File: src/rtl/four_bit_cla_adder_pkg.sv
// Shared constants and result type for the 4-bit carry-lookahead adder leaf cell.
package four_bit_cla_adder_pkg;

    localparam int CLA_WIDTH = 4;

    typedef struct packed {
        logic                 c4;
        logic [CLA_WIDTH-1:0] sum;
    } cla_result_t;

endpackage

File: src/rtl/four_bit_cla_adder_carry_unit.sv
// Two-level lookahead carry network over 4 bit positions, also producing group P/G
// so it can sit unchanged in a second-level lookahead tree.
module cla_carry_unit
    import four_bit_cla_adder_pkg::*;
(
    input  logic [CLA_WIDTH-1:0] p,
    input  logic [CLA_WIDTH-1:0] g,
    input  logic                 c0,
    output logic [CLA_WIDTH:1]   c,
    output logic                 grp_p,
    output logic                 grp_g
);

    // Each carry is a flat sum-of-products of c0, g and p; nothing ripples.
    assign c[1] = g[0] | (p[0] & c0);
    assign c[2] = g[1] | (p[1] & g[0]) | (p[1] & p[0] & c0);
    assign c[3] = g[2] | (p[2] & g[1]) | (p[2] & p[1] & g[0])
                | (p[2] & p[1] & p[0] & c0);
    assign c[4] = grp_g | (grp_p & c0);

    assign grp_p = p[3] & p[2] & p[1] & p[0];
    assign grp_g = g[3] | (p[3] & g[2]) | (p[3] & p[2] & g[1])
                 | (p[3] & p[2] & p[1] & g[0]);

endmodule

File: src/rtl/four_bit_cla_adder.sv
// 4-bit carry-lookahead adder with a one-cycle registered output stage and
// exported group propagate/generate.
module four_bit_cla_adder
    import four_bit_cla_adder_pkg::*;
(
    input  logic                 clk,
    input  logic                 rst_n,
    input  logic                 in_valid,
    input  logic [CLA_WIDTH-1:0] a,
    input  logic [CLA_WIDTH-1:0] b,
    input  logic                 c0,
    output logic                 out_valid,
    output logic [CLA_WIDTH-1:0] sum,
    output logic                 c4,
    output logic                 grp_p,
    output logic                 grp_g
);

    localparam int WIDTH = CLA_WIDTH;

    logic [WIDTH-1:0] p;
    logic [WIDTH-1:0] g;
    logic [WIDTH:1]   c;
    logic             grp_p_d;
    logic             grp_g_d;
    cla_result_t      res_d;
    cla_result_t      res_q;

    assign p = a ^ b;
    assign g = a & b;

    cla_carry_unit u_carry (
        .p     (p),
        .g     (g),
        .c0    (c0),
        .c     (c),
        .grp_p (grp_p_d),
        .grp_g (grp_g_d)
    );

    assign res_d.sum = p ^ {c[WIDTH-1:1], c0};
    assign res_d.c4  = c[WIDTH];

    // Result registers only load on accepted operations; valid drops otherwise.
    always_ff @(posedge clk or negedge rst_n) begin
        if (!rst_n) begin
            out_valid <= 1'b0;
            res_q     <= '0;
            grp_p     <= 1'b0;
            grp_g     <= 1'b0;
        end else begin
            out_valid <= in_valid;
            if (in_valid) begin
                res_q <= res_d;
                grp_p <= grp_p_d;
                grp_g <= grp_g_d;
            end
        end
    end

    assign sum = res_q.sum;
    assign c4  = res_q.c4;

endmodule

File: config.mk
export PLATFORM = sky130hd
export DESIGN_NAME = four_bit_cla_adder
export DESIGN_NICKNAME = d
export VERILOG_FILES = /design/src/rtl/four_bit_cla_adder_pkg.sv /design/src/rtl/four_bit_cla_adder_carry_unit.sv /design/src/rtl/four_bit_cla_adder.sv
export SDC_FILE = /design/constraint.sdc
export NUM_CORES = 1
export LEC_CHECK = 0
export BUFFER_PORTS_ARGS = -buffer_cell sky130_fd_sc_hd__buf_2
export CORE_AREA = 2 2 39 41
export DETAILED_ROUTE_END_ITERATION = 6
export DIE_AREA = 0 0 41 43
export GPL_ROUTABILITY_DRIVEN = 1
export GPL_TIMING_DRIVEN = 1
export SLEW_MARGIN = 20
export SYNTH_ARGS = -nofsm -noshare
export SYNTH_HDL_FRONTEND = slang
export SYNTH_SLANG_ARGS = --single-unit
File: constraint.sdc
create_clock -name clk -period 1.73 [get_ports clk]
set_input_delay 0.346 -clock clk [delete_from_list [all_inputs] [get_ports clk]]
set_output_delay 0.346 -clock clk [all_outputs]
set_load 0.02 [all_outputs]
==> results.cfg <==
[drt]
wl_per_cell_um = 11.23
drt-met1-wl_um = 423
via_per_inst = 4.940
met3_length_um = 49
top_layer = met3
drc = 0
drt-total-wl_um = 932
num_vias = 410
met2RoutedLength_um = 459
drt-initial-drc-count = 6
postRouteAntennaNets = 0
dr.pass1.iters = 2

[min_path]
worstHoldEndpoint = out_valid$_DFF_PN0_
min_from = in_valid
hold_class = in2reg
whs_path_depth = 1

[placed_design]
gp_congestion = 0.7118
portBuffers = 19
hpwlAfterDp_um = 786
placed_cells = 79

[worst_setup_path]
r2r_cells = 1
cp-end-kind = flop
path_max_fanout = 7
worstSetupPathType = in2reg
worstPathRequired_ns = 1.88
rrSetupSlack_ns = 1.00
setup.worst_path.start = a[2]
r2r_start = sum[1]$_DFFE_PN0P_
cp-start-kind = primary input
worstPathArrival_ns = 1.47
worstReg2RegEnd = sum[1]$_DFFE_PN0P_

[clocking]
clock_sinks = 8
cts_root_buffer = clkbuf_4
htreeDepth = 1
clk_latency_ns = 0.24
max-clock-path-buffers = 2
cts_buffers = 3
ctsResizeCount = 0
clkSlewWorstSetupHoldPaths_ns = 0.05
cts_tree = built

[finish]
diodes = 0
fin_util_pct = 43.22
fin_nets = 86
syn_to_final_growth_pct = 32.78
drive_gt1_share_pct = 35.82
fin_cells = 83

[timing]
relSlewSlack_pct = 84.67
whs_ns = 0.3002
tightest_slew_ns = 0.2289
rsz0062_at_grt = no
fmax_mhz = 761.1
hold_violations = 0
fin_crit_sh_pct = 75.95
drv_slew = 0
period_needed_ns = 1.314
timing.setup.tns_ns = 0
setup_viol = 0
fin_skew_ns = 0

[global_route]
antenna_found_initial = 0
first_global_vias = 403
grt_pass1_wl_um = 1593
grt_max_degree = 10
overflow = 0
track_usage_pct = 13.45

[synth]
syn_inst = 44
synth.cell_area_um2 = 450.4
yosysWarnings = 0
syn_avg_cell_area_um2 = 10.24
synth_cell_type_count = 20
ys.flop_type = dfrtp_1
synth-edff-count = 0
yosysSeqAreaShare_pct = 44.44
synthArstFlopShare_pct = 100.0
ys_ff_latch = 8
synthesis.nets = 61

[floorplan]
die_w_um = 41
core_area_um2 = 1384
rows = 14
die_y_um = 43
io-pin-count = 20
initial_utilization_pct = 32.55
dieArea_um2 = 1763

[power_and_ir_drop]
p_leak_nw = 0.3082
p_per_area_nw_per_um2 = 861.5
ir_worst_vdd_v = 0.0002270
total_power_uw = 515.3

[flow_run]
drv_cap = 0

[outcome]
status = completed
critical path: stages:
cell and delay [ns]:
buf_2 0.10, ha_1 0.37, a21oi_1 0.25, a31oi_1 0.15, o31ai_1 0.24
stage by stage:
step                      setup WS (ns)  area (um2)
after floorplan                  0.3304       450.4
after global placement           0.1922       565.5
after detailed placement         0.1541       565.5
after CTS                        0.4198       598.1
after global routing             0.3115       598.1
final                            0.4161       598.1
per-layer routing:
metal | GRT usage [%] | vias up
met5 | 0 | -
met4 | 11.33 | 0
met3 | 1.571 | 0
met2 | 18.44 | 12
met1 | 17.76 | 191
li1 | - | 207
report_power, final:
group	leakage, nW	total, mW	internal, mW	switching [mW]
sequential	0.0964	0.225	0.213	0.0119
clock	0.0138	0.138	0.0791	0.0587
combinational	0.198	0.153	0.0625	0.0902
total	0.308	0.515	0.354	0.161
sequential cells by signal (all words and copies together) (netlist names):
| register | flops |
|---|---|
| grp_g | 1 |
| sum | 4 |
| grp_p | 1 |
| c4 | 1 |
| out_valid | 1 |
cell usage in the layout, fill, tap and decap left out, types with 2 or more instances in the layout:
cell / count
a21oi_1: 3
buf_2: 19
clkbuf_4: 3
dfrtp_1: 8
ha_1: 4
inv_1: 6
nand2_1: 4
nand4_1: 3
o21ai_0: 2
o22a_1: 2
layout make-up:
class                   instances  area, um2
multi-input cells              29      224.0
flip-flops and latches          8      200.2
repair buffers                 20      105.1
well taps                      16      20.02
fillers                       145      785.8
clock buffers                   3      22.52
inverters                       7      26.28
worst max-delay path by stage:
stage	end	slack [ns]	depth (start not counted)
after floorplan	sum[2]$_DFFE_PN0P_	0.33	4
after global placement	sum[2]$_DFFE_PN0P_	0.19	5
after detailed placement	sum[2]$_DFFE_PN0P_	0.15	5
after CTS	sum[2]$_DFFE_PN0P_	0.42	5
after global routing	sum[3]$_DFFE_PN0P_	0.31	5
final	sum[3]$_DFFE_PN0P_	0.42	5
cells in the mapped netlist (2+ instances only):
master / number / area (um2)
a21oi_1: 3 / 15.01
dfrtp_1: 8 / 200.2
o21ai_0: 2 / 10.01
o22a_1: 2 / 17.52
ha_1: 4 / 50.05
nand2_1: 4 / 15.01
inv_1: 6 / 22.52
nand4_1: 3 / 18.77
cell families after synthesis:
kind of cell               count (synthesis)  synth area share, %
xor gates and xnor gates                   1                1.945
DFF                                        8                44.44
AOI/OAI and AO/OA                         10                14.45
adders and majority gates                  5                15.56
and+or+nand+nor                           12                15.28
buffers and inverters                      7                5.832
muxes                                      1                2.500
timing repair:
action	4_1_cts	5_1_grt
endpoints found under the hold margin	8	0
hold buffers	1	0
buffers inserted	0	0
Note: power is estimated with default switching activity, not from simulation.
